File: config.mk
export PLATFORM = sky130hd
export DESIGN_NAME = au_decode_pipe_flat
export DESIGN_NICKNAME = d
export VERILOG_FILES = /design/src/rtl/au_decode_pipe_if.sv /design/src/rtl/au_decode_pipe.sv /design/src/flat_wrapper.sv
export SDC_FILE = /design/constraint.sdc
export NUM_CORES = 1
export LEC_CHECK = 0
export ABC_CLOCK_PERIOD_IN_PS = 1880
export CORE_ASPECT_RATIO = 1.2
export CORE_UTILIZATION = 31
export DETAILED_ROUTE_END_ITERATION = 8
export SYNTH_ARGS = -nofsm -noshare
export SYNTH_HDL_FRONTEND = slang
export SYNTH_SLANG_ARGS = --single-unit
File: constraint.sdc
create_clock -name clk -period 1.88 [get_ports clk]
set_input_delay 0.188 -clock clk [delete_from_list [all_inputs] [get_ports clk]]
set_output_delay 0.188 -clock clk [all_outputs]
set_load 0.05 [all_outputs]
File: src/rtl/au_decode_pipe_if.sv
// Handshake bundle for au_decode_pipe: index stream in, decoded word stream out.
// Latency: none (wires only).
// Backpressure: carries in_ready/out_ready; the producer/consumer sides are set by the modports.
interface au_decode_pipe_if #(
  parameter int WIDTH = 3
);
  localparam int N = 1 << WIDTH;

  logic             in_valid;
  logic             in_ready;
  logic [WIDTH-1:0] a;
  logic             out_valid;
  logic             out_ready;
  logic [N-1:0]     z;

  // Producer/consumer side (testbench or upstream/downstream glue).
  modport master (
    output in_valid, a, out_ready,
    input  in_ready, out_valid, z
  );

  // Decoder side.
  modport slave (
    input  in_valid, a, out_ready,
    output in_ready, out_valid, z
  );
endinterface

File: src/rtl/au_decode_pipe.sv
// Registered binary decoder (one-hot / thermometer / reverse thermometer) with a 2-entry skid buffer.
// Latency: 1 cycle from input accept to z/out_valid; full throughput when out_ready is held high.
// Backpressure: in_ready = ~skid_valid, purely registered, so out_ready has no combinational path to in_ready.
module au_decode_pipe #(
  parameter int WIDTH = 3,
  parameter int MODE  = 0
) (
  input  logic               clk,
  input  logic               rst,
  au_decode_pipe_if.slave    bus
);
  localparam int N = 1 << WIDTH;

  // Unsupported configurations stop elaboration instead of building a wrong decoder.
  if (WIDTH < 1 || MODE < 0 || MODE > 2) begin : g_bad_param
    $fatal(1, "au_decode_pipe: illegal parameters WIDTH=%0d MODE=%0d", WIDTH, MODE);
  end

  logic [N-1:0] or_q;   // output register, drives z
  logic         ov;     // output register holds a word
  logic [N-1:0] sk_q;   // skid register, catches one word while the consumer stalls
  logic         sv;     // skid register holds a word
  logic [N-1:0] dec;
  logic         in_fire;
  logic         out_fire;

  assign bus.in_ready  = ~sv;
  assign bus.out_valid = ov;
  assign bus.z         = or_q;

  assign in_fire  = bus.in_valid & ~sv;
  assign out_fire = ov & bus.out_ready;

  // Decode the incoming index according to MODE (unsigned compare per bit position).
  always_comb begin
    dec = '0;
    for (int i = 0; i < N; i++) begin
      case (MODE)
        0:       dec[i] = (i == int'(bus.a));
        1:       dec[i] = (i <= int'(bus.a));
        default: dec[i] = (i >= int'(bus.a));
      endcase
    end
  end

  // Skid-buffer update: drain skid first, otherwise load output or skid, otherwise retire output.
  always_ff @(posedge clk or posedge rst) begin
    if (rst) begin
      or_q <= '0;
      ov   <= 1'b0;
      sk_q <= '0;
      sv   <= 1'b0;
    end else begin
      if (sv && out_fire) begin
        // in_ready was low this cycle, so no new word competes with the skid drain.
        or_q <= sk_q;
        sv   <= 1'b0;
      end else if (in_fire && (!ov || out_fire)) begin
        or_q <= dec;
        ov   <= 1'b1;
      end else if (in_fire) begin
        // Output is occupied and stalled: park the new word.
        sk_q <= dec;
        sv   <= 1'b1;
      end else if (out_fire) begin
        // z keeps its last value; only the valid drops.
        ov   <= 1'b0;
      end
    end
  end
endmodule

File: src/flat_wrapper.sv
// flat-port wrapper written by rule: the top's interface ports become plain ports
module au_decode_pipe_flat 
#(
  parameter int WIDTH = 3,
  parameter int MODE  = 0
)
  (clk, rst, bus_in_valid, bus_a, bus_out_ready, bus_in_ready, bus_out_valid, bus_z);
  au_decode_pipe_if #(.WIDTH(WIDTH)) bus_i ();
  input  logic clk;
  input  logic rst;
  input wire logic [$bits(bus_i.in_valid)-1:0] bus_in_valid;
  input wire logic [$bits(bus_i.a)-1:0] bus_a;
  input wire logic [$bits(bus_i.out_ready)-1:0] bus_out_ready;
  output wire logic [$bits(bus_i.in_ready)-1:0] bus_in_ready;
  output wire logic [$bits(bus_i.out_valid)-1:0] bus_out_valid;
  output wire logic [$bits(bus_i.z)-1:0] bus_z;
  assign bus_i.in_valid = bus_in_valid;
  assign bus_i.a = bus_a;
  assign bus_i.out_ready = bus_out_ready;
  assign bus_in_ready = bus_i.in_ready;
  assign bus_out_valid = bus_i.out_valid;
  assign bus_z = bus_i.z;
  au_decode_pipe #(.WIDTH(WIDTH), .MODE(MODE)) u_core (.clk(clk), .rst(rst), .bus(bus_i));
endmodule
---- Word-level counts from Yosys, hierarchy flattened ----
Cells that the tools add are included.
operators by class
  divide/modulo/power cells ............... 0
  bitwise gates (word level) .............. 5
  multipliers ............................. 0
  reduce and logical (&&, ||, !) cells .... 11
  mux-type cells .......................... 8
  shift-type cells ........................ 0
  $add $sub $neg .......................... 0
  $lt $le $gt $ge ......................... 0
  equality and inequality tests ........... 9
operators by type and width
  kind                number
  $mux 8              2
  $eq 3x3->1 const A  4
  $eq 2x3->1 const A  2
  $mux 1              6
  $reduce_and 3->1    2
  $reduce_bool 2->1   3
  $eq 1x3->1 const A  1
  $logic_not 3->1     1
  $not 1->1           3
  $and 1x1->1         2
  $logic_and 1x1->1   2
  $ne 2x1->1 const B  1
  $ne 2x2->1 const B  1
  $reduce_and 2->1    1
  $logic_not 1->1     1
  $logic_or 1x1->1    1
storage, ports and cells
  memory bits (writable) .................. 0
  memories ................................ 0
  memory bits (read-only) ................. 0
  latch bits .............................. 0
  word-level logic and storage cells ...... 37
  flip-flop bits (word level) ............. 18

---- Logic depth before layout (Yosys ltp) ----
Gate-level depths: netlist of the first run.
  depth after elaboration ................. 5
  depth in mapped cells ................... 5
  gate-level depth less buffers ........... 3

---- Worst setup path before layout of the first run ----
Ideal clock, no wire load.
  kind .................................... register -> register
  from .................................... register u_core.ov (netlist: u_core.bus.out_valid)
  to ...................................... register u_core.or_q[2] (netlist: u_core.bus.z[2])
  stages on the path, launching flop included .. 6
  library setup time ...................... 0.126 ns
  data arrival time ....................... 1.574 ns
  period minus slack after synthesis ...... 1.700 ns
  data required time ...................... 1.754 ns
  path slack .............................. 0.180 ns
  path through ............................ dfrtp_1 -> and3_1 -> buf_6 -> o21ba_4 -> buf_6 -> a221o_1
on the way
  cells in the longest elaborated chain, start to end .. 4
ends and longest elaborated chain
  item                                                   line                                        text
  from (decl)                                            au_decode_pipe.sv:20                        logic ov;
  from (signal assigned)                                 au_decode_pipe.sv:50                        ov <= 1'b0;
  from (signal assigned)                                 au_decode_pipe.sv:60                        ov <= 1'b1;
  from (signal assigned)                                 au_decode_pipe.sv:67                        ov <= 1'b0;
  $and 1x1->1 / $logic_not 1->1 (equally long branches)  au_decode_pipe.sv:32, au_decode_pipe.sv:58
  $logic_or 1x1->1                                       au_decode_pipe.sv:58                        end else if (in_fire && (!ov || out_fire)) begin
  $logic_and 1x1->1                                      au_decode_pipe.sv:58
  $reduce_bool 2->1 (no source line)                     --
  to (signal assigned)                                   au_decode_pipe.sv:56                        or_q <= sk_q;
  to (decl)                                              au_decode_pipe.sv:19                        logic [N-1:0] or_q;
Several ways; a longest one is shown, not always the timed one.
A chain may end at the register's enable or synchronous reset.

---- Final worst setup path of the first run ----
  from .................................... register u_core.ov (netlist: u_core.bus.out_valid)
  to ...................................... output port bus_out_valid
RTL lines
  item       line                text
  to (decl)  flat_wrapper.sv:15  output wire logic [$bits(bus_i.out_valid)-1:0] bus_out_valid;
No word-level cell between the ends.

==> results of run 1 <==
## kinds of logic after synthesis
family                 Yosys count  share of synthesized area
AO/OA/AOI/OAI                   20                      0.189
flip-flops                      18                      0.536
buffers and inverters           11                     0.0863
AND/OR/NAND/NOR                 29                      0.189
## placed cells by master, fill, tap and decap left out
cell type / netlist / routed
a21oi_1: 2 / 2
a221o_1: 8 / 8
and3_1: 1 / 1
buf_4: 0 / 4
clkbuf_4: 1 / 3
clkbuf_8: 0 / 1
clkdlybuf4s50_1: 0 / 16
dfrtp_1: 18 / 18
inv_1: 3 / 3
nand2_1: 10 / 10
nand2b_1: 3 / 3
nand3_1: 1 / 1
nand3b_1: 2 / 2
nand4bb_1: 1 / 1
nor2b_1: 1 / 1
nor3_1: 5 / 5
nor4_1: 3 / 3
o21ai_0: 2 / 2
o21ai_1: 4 / 4
o21ba_4: 1 / 1
o31ai_1: 3 / 3
or3_1: 1 / 1
or3b_1: 1 / 1
## per-layer routing
metal | vias to the layer above | share of wire | global-route usage
met1 | 289 | 0.51 | 0.170
li1 | 314 | - | -
met5 | - | 0 | 0
met4 | 0 | 0.010 | 0.0612
met3 | 2 | 0.034 | 0.0231
met2 | 16 | 0.44 | 0.199
## final timing paths
| path | from | endpoint | cells past startpoint |
|---|---|---|---|
| worst min-delay path | rst | u_core.sk_q[5] | 2 |
| min in group clk | u_core.sk_q[5] | u_core.sk_q[5] | 2 |
| worst min register to register | u_core.sk_q[5] | u_core.sk_q[5] | 2 |
| worst max-delay path | u_core.bus.out_valid | bus_out_valid | 1 |
| worst max register to register | u_core.bus.out_valid | u_core.bus.z[1] | 4 |
| max in group asynchronous | rst | u_core.bus.z[2] | 2 |
## cells in the mapped netlist
cell type	instances	area [sq um]
nand2b_1	3	18.8
o21ai_0	2	10.0
a221o_1	8	80.1
buf_6	2	22.5
nor3_1	5	25.0
buf_8	1	15.0
nand3_1	1	5.00
o31ai_1	3	22.5
o21ba_4	1	16.3
clkbuf_1	3	11.3
inv_1	3	11.3
a21oi_1	2	10.0
buf_2	1	5.00
nand3b_1	2	15.0
clkbuf_4	1	7.51
nor4_1	3	18.8
nor2b_1	1	6.26
o21ai_1	4	20.0
nand2_1	10	37.5
or3_1	1	6.26
or3b_1	1	8.76
nand4bb_1	1	11.3
and3_1	1	6.26
dfrtp_1	18	450
## sequential cells by signal, indices dropped and copies added (netlist names)
name,count
u_core.bus.z,8
u_core.sk_q,8
u_core.bus.out_valid,1
u_core.sv,1
## per-stage QoR
| step | cell area, sq um | util | setup slack, ps |
|---|---|---|---|
| floorplan | 841 | - | 180 |
| global placement | 1010 | 0.396 | 323 |
| detailed placement | 1010 | 0.396 | 297 |
| CTS | 1050 | 0.410 | 104 |
| global route | 1050 | 0.410 | 31.9 |
| finish | 1050 | 0.410 | 113 |
## power groups by stage
| stage | clock, uW | sequential [uW] | combinational [uW] |
|---|---|---|---|
| after floorplan | 0 | 952 | 364 |
| after global placement | 0 | 655 | 915 |
| after detailed placement | 0 | 661 | 916 |
| after CTS | 247 | 653 | 919 |
| after global routing | 271 | 674 | 961 |
| final | 239 | 652 | 911 |
## cell type report
| type | instances | share of cell area |
|---|---|---|
| multi-input combinational | 49 | 0.303 |
| inverter | 3 | 0.0108 |
| timing repair buffer | 20 | 0.182 |
| sequential | 18 | 0.430 |
| clock buffer | 4 | 0.0346 |
| tap | 33 | 0.0394 |
==> results.sh, run 1 <==
export IMPL_switching_share=0.442
export IMPL_ys_seq_area_frac=0.536
export IMPL_power_total_uw=1800
export IMPL_area_growth_pct=24.6
export IMPL_coreArea_sq_um=2550
export IMPL_regArea_sq_um=450
export IMPL_leakagePower_uw=0.000449
export IMPL_ctsHtreeMaxLevel=1
export IMPL_grt_pass1_vias=599
export IMPL_hold_class="in2async"
export IMPL_cp_required_ps=1690
export IMPL_p_per_area_nw_per_um2=1720
export IMPL_insertion_delay_ps=290
export IMPL_netlist_instances=78
export IMPL_wirelength_microns=1670
export IMPL_cts_tree="yes"
export IMPL_post_drt_via_cell_ratio=4.89
export IMPL_ir_worst_vdd_mv=0.778
export IMPL_place_inst=123
export IMPL_antenna_found_initial=0
export IMPL_drt_iter0_drc=6
export IMPL_ys_warn_count=0
export IMPL_status="completed"
export IMPL_instances_no_fill=127
export IMPL_setup_viol_count_final=0
export IMPL_worstPathCellList="clkdlybuf4s50_1"
export IMPL_drt_first_pass_iters=4
export IMPL_slew_headroom=0.546
export IMPL_gp_congestion=0.830
export IMPL_grt_pass1_wl_microns=2740
export IMPL_multi_input_area_sq_um=318
export IMPL_period_share=0.940
export IMPL_hold_violations=0
export IMPL_ios=17
export IMPL_ant_nets=0
export IMPL_critical_path_startpoint_type="register"
export IMPL_grt_start_max_net_pins=19
export IMPL_synth_cell_types=24
export IMPL_fin_nets=102
export IMPL_fill_cells=273
export IMPL_cts_root_buf="clkbuf_4"
export IMPL_max_cap_violations=0
export IMPL_drive_above_1_share=0.0957
export IMPL_grt_overflow=0
export IMPL_gr_usage_all_layers=0.127
export IMPL_slowest_delay_ps=840
export IMPL_power_internal_uw=1010
export IMPL_rsz0062_at_grt="false"
export IMPL_finalClockSkew_ps=4.89
export IMPL_hold_slack_ps=292
export IMPL_maxSlewViolCount=0
export IMPL_crit_fanout=7
export IMPL_clock_sinks=18
export IMPL_cts_buffers=3
export IMPL_postCtsSetupBuffers=0
export IMPL_ys_ff_latch=18
export IMPL_syn_area_sq_um=841
export IMPL_timing_fmax_mhz=566
export IMPL_routedWlPerCell_microns=13.1
export IMPL_ctsHoldBuffers=0
export IMPL_power_clock_fraction=0.133
export IMPL_tns_ps=0
export IMPL_synth_area_per_cell_sq_um=10.8
export IMPL_p_sw_uw=796
export IMPL_path_class="reg2out"
export IMPL_start_util=0.329
export IMPL_critPathTopFamily="buffers and inverters"
export IMPL_seq_power_share=0.362
export IMPL_cp_arrival_ps=1580
export IMPL_vias=621
export IMPL_cts_resized=0
export IMPL_die_area_sq_um=2930
export IMPL_clockBufferDepth=2
export IMPL_comb_power_share=0.506
export IMPL_die_h_microns=59.1
export IMPL_fin_crit_ps=1770
export IMPL_port_buffers=16
export IMPL_critical_path_buf_inv_count=1
export IMPL_antennaDiodeCount=0
export IMPL_cp_slowest_cell="clkdlybuf4s50_1"
export IMPL_die_x_microns=49.5
export IMPL_syn_num_nets=85
export IMPL_regToRegSetupSlack_ps=560
export IMPL_rows=20
export IMPL_end_kind="output port"
export IMPL_dp_hpwl_microns=1160
export IMPL_clk_pin_slew_ps=110
export IMPL_drc_errors=0
export IMPL_worst_slew_pin_slew_ps=681
Note: power is estimated with default switching activity, not from simulation.
==> inputs of run 2 (changes only) <==
SLEW_MARGIN = 30   (was unset)
==> results of run 2 <==
The final DEF is identical to that of run 1; final timing and power are the same.
==> edit 1 (settings of run 1) <==
`MODE` is set to 0 in 2 places; all go to 1.
--- a/src/rtl/au_decode_pipe.sv
+++ b/src/rtl/au_decode_pipe.sv
@@ -3,7 +3,7 @@
 // Backpressure: in_ready = ~skid_valid, purely registered, so out_ready has no combinational path to in_ready.
 module au_decode_pipe #(
   parameter int WIDTH = 3,
-  parameter int MODE  = 0
+  parameter int MODE  = 1
 ) (
   input  logic               clk,
   input  logic               rst,
--- a/src/flat_wrapper.sv
+++ b/src/flat_wrapper.sv
@@ -2,7 +2,7 @@
 module au_decode_pipe_flat 
 #(
   parameter int WIDTH = 3,
-  parameter int MODE  = 0
+  parameter int MODE  = 1
 )
   (clk, rst, bus_in_valid, bus_a, bus_out_ready, bus_in_ready, bus_out_valid, bus_z);
   au_decode_pipe_if #(.WIDTH(WIDTH)) bus_i ();
Function: changed (a bounded check fails within 4 cycles, from zero or initial values and one cycle with rst high).
==> edit 1 against run 1 <==
  * Area after synthesis rose by 0.89%
  * Fmax rose by 7.3%
  * Power rose by 3.1%
  * Hold slack got worse by 0.0073 ns
  * Sequential cell count did not move
  * Cell area rose by 2.3%
  * Worst setup slack improved by 0.12 ns
  * Wire length rose by 3.1%
  * Critical endpoint is now bus_z[6]
  * Largest cell class unchanged
==> edit 1: results <==
[setup_path]
timing.critical_path.slowest_cell_delay_ns = 0.80
critPathArrivalTime_ns = 1.46
worst_path_max_delay_cell = clkdlybuf4s50_1
critPathTopFamily = buffers and inverters
critPathMaxFanout = 2

[global_route]
grt_max_degree = 19
grt_pass1_wl_um = 2950
first_global_vias = 614
grtUsageTotal = 0.135
grt_antenna_before_repair = 0

[synth]
synthTopCellsByCount = 18 x dfrtp_1, 16 x o21ai_0, 7 x mux2_2, 7 x nand2_1, 6 x nand4_1
yosys_warnings = 0
post-synth-top-count-cell = dfrtp_1
synth_area_leaders = dfrtp_1 53%, o21ai_0 9.4%, mux2_2 9.3%
synth.net_count = 84
yosysUniqueCellTypes = 21
seq_area_frac_synth = 0.531
synth_async_sr_flop_share = 1.00

[route]
first_iter_violations = 14
detailroute.via_count = 622
detail_route.wirelength_um = 1720
firstDrtPassIters = 4

[pwr]
max-vdd-ir-drop_mv = 0.985
leakagePower_nw = 0.455

[cts]
post-cts-setup-buffers = 0
clockRootBuffer = clkbuf_4
clock_tree.htree_level_count = 1
post_cts_resize_count = 0
worst_setup_hold_path_clk_slew_ns = 0.11
cts_buf_count = 3
clock_latency_ns = 0.29
cts_buffer_depth = 2

[layout]
nNetsFinal = 104
multi_input_comb_area_um2 = 339
diodes = 0
layout-drive-gt1-share = 0.229
fill_cells = 256

[sta]
finalSetupViolations = 0
timing.max_slew.rel_slack = 0.542
final.setup_skew_ns = 0.00417

[placed_design]
portBuffers = 16
dpl-instance-area_um2 = 1030
gp_congestion = 0.735
dp_hpwl_um = 1260

[status]
run_status = completed

[min_path]
min-delay-path-class = input pin to asynchronous set/reset pin
[edit 1: path summary, 6_finish.rpt]
check	from	to	slack [ns]	cells past startpoint
worst max-delay path	u_core.bus.z[6]$_DFFE_PP0P_	bus_z[6]	0.23	1
worst min-delay path	rst	u_core.sk_q[6]$_DFFE_PP0P_	0.28	2
worst max register to register	u_core.sv$_DFFE_PP0P_	u_core.bus.z[3]$_DFFE_PP0P_	0.28	4
worst min register to register	u_core.sk_q[0]$_DFFE_PP0P_	u_core.sk_q[0]$_DFFE_PP0P_	0.49	1
max in group asynchronous	rst	u_core.bus.z[5]$_DFFE_PP0P_	1.16	2
min in group clk	u_core.sk_q[0]$_DFFE_PP0P_	u_core.sk_q[0]$_DFFE_PP0P_	0.49	1
[edit 1: worst reg2reg max path, delay by kind of cell, from the launching register on]
| family | cells | cell delay, ns |
|---|---|---|
| AOI/OAI and AO/OA | 1 | 0.21 |
| buffers and inverters | 1 | 0.21 |
| DFF | 1 | 0.58 |
| muxes | 1 | 0.35 |
| and+or+nand+nor | 1 | 0.15 |
[edit 1: cells by family (layout without fill, tap and decap cells)]
logic type	count (synthesis)	count (layout)	synth area share
buf+inv	10	29	0.0693
flops	18	18	0.531
simple gates	21	21	0.137
mux	9	9	0.128
compound gates	19	19	0.134
[edit 1: area by class of cell]
cell class / count / share of cell area
tap: 33 / 0.0386
sequential: 18 / 0.421
inverter: 5 / 0.0175
multi-input combinational: 49 / 0.317
timing repair buffer: 20 / 0.173
clock buffer: 4 / 0.0339
[edit 1: metrics by stage]
stage / power, W / std cells / setup WS (ns)
after floorplan: 0.00136 / 77 / 0.119
after global placement: 0.00162 / 125 / 0.156
after detailed placement: 0.00164 / 125 / 0.117
after CTS: 0.00187 / 129 / 0.223
after global routing: 0.00197 / 129 / 0.177
final: 0.00186 / 129 / 0.234
[edit 1: report_power, final]
part | internal (W) | switching (W)
registers | 0.000548 | 0.000146
logic | 0.000380 | 0.000543
clock network | 0.000118 | 0.000124
total | 0.00105 | 0.000813
[edit 1: routing by layer]
layer	share of wire	vias to the layer above	global-route usage	routed length, µm
met5	0	-	0	0
met4	0.016	0	0.0776	28
met3	0.040	4	0.0256	69
met2	0.49	14	0.220	841
met1	0.45	298	0.167	777
li1	-	306	-	-
==> edit 2 (settings of run 1) <==
Without the edit above. Reset style: synchronous (`rst`), changed in one clocked block.
--- a/src/rtl/au_decode_pipe.sv
+++ b/src/rtl/au_decode_pipe.sv
@@ -44,7 +44,7 @@
   end
 
   // Skid-buffer update: drain skid first, otherwise load output or skid, otherwise retire output.
-  always_ff @(posedge clk or posedge rst) begin
+  always_ff @(posedge clk) begin
     if (rst) begin
       or_q <= '0;
       ov   <= 1'b0;
Formal check against the unedited RTL: differs if rst is asserted again (counterexample within 4 cycles, from zero or initial values and one cycle with rst high); with rst held inactive, the same outputs for 10 cycles.
==> edit 2 against run 1 <==
  * Critical endpoint is now bus_in_ready
  * Area after synthesis increased by 0.89%
  * Fmax decreased by 0.22%
  * Critical path type unchanged
  * Cell area decreased by 4.4%
  * Hold slack improved by 0.21 ns
  * Worst setup slack got worse by 0.0039 ns
  * Largest cell class is now multi-input combinational cells
  * Wire length increased by 0.84%
  * Sequential cell count unchanged
Power is not compared: it rests on default switching activity, and its combinational part moved more than twofold at a synthesized area within 25%.
==> edit 2: results <==
[status]
run_status = completed

[synth]
syn_inst = 99
ys.flop_type = dfxtp_1
synth.net_count = 106
synth_async_sr_flop_share = 0
yosysUniqueCellTypes = 23
seq_area_frac_synth = 0.425
synth_compound_area_frac = 0.165
synth_area_leaders = dfxtp_1 42%, nor2_1 10%, a211oi_1 8.0%
synthTopCellsByCount = 23 x nor2_1, 18 x dfxtp_1, 10 x nor3_1

[min_path]
min-delay-path-class = flop to flop
hold_path_depth = 2

[global_route]
grt_max_degree = 19
groute.layer.met1.usage = 0.184
grtUsageMet3 = 0.0256
first_global_vias = 678
grt_pass1_wl_um = 3090
grtUsageMet2 = 0.207
grtUsageTotal = 0.137

[cts]
cts_buf_count = 3
clock_latency_ns = 0.29
clockRootBuffer = clkbuf_4
post_cts_resize_count = 0
post-cts-setup-buffers = 0
cts_buffer_depth = 2

[route]
detail_route.wirelength_um = 1680
firstDrtPassIters = 4
vias_per_cell = 5.03
total_met3_wirelength_after_detailed_routing_um = 54
wl_met1_um = 795
first_iter_violations = 22
detailroute.via_count = 725
ant_nets = 0
met2_wirelength_um = 811

[placed_design]
dpl_worst_slack_ns = 0.153
gp_congestion = 0.687
dpl-instance-area_um2 = 978
dp_hpwl_um = 1170
dp_cells = 141

[sta]
finalHoldWorstSlack_ns = 0.497
final.setup_skew_ns = 0.00361
timing.max_slew.rel_slack = 0.550
post-route-period-util = 0.942

[layout]
nNetsFinal = 120
fill_cells = 287
layout-drive-gt1-share = 0.0721
multi_input_comb_area_um2 = 394

[setup_path]
timing.critical_path.slowest_cell_delay_ns = 0.81
regToRegEndpoint = u_core.bus.z[3]$_SDFFE_PP0P_
worst_setup_path_endpoint = bus_in_ready
worst-r2r-setup-slack_ns = 0.35
worstReg2RegStart = u_core.sv$_SDFFE_PP0P_
reg2regPathDepth = 4
## edit 2: changes by cell type after synthesis, moves of 6 or more
| cell | change |
|---|---|
| nor4b_1 | +6 |
| nand2_1 | -8 |
| a211oi_1 | +9 |
| a221o_1 | -8 |
| dfxtp_1 | +18 |
| nor2_1 | +23 |
| dfrtp_1 | -18 |
| a21oi_1 | +7 |
## edit 2: cell families (layout without fill, tap and decap cells)
group                  count (synthesis)  count (layout)
AOI/OAI and AO/OA                     21              21
buffers and inverters                 11              23
DFF                                   18              18
and+or+nand+nor                       49              49
## edit 2: area by class of cell
class,count,area share
flip-flops and latches,18,0.360
clock buffers,3,0.0225
repair buffers,18,0.175
inverters,2,0.00750
multi-input cells,70,0.394
well taps,33,0.0413
## edit 2: power by group
part	total [W]	switching [W]	internal, W
Clock	0.000187	0.000113	0.0000744
Sequential	0.000412	0.0000116	0.000401
Combinational	0.000195	0.000125	0.0000700
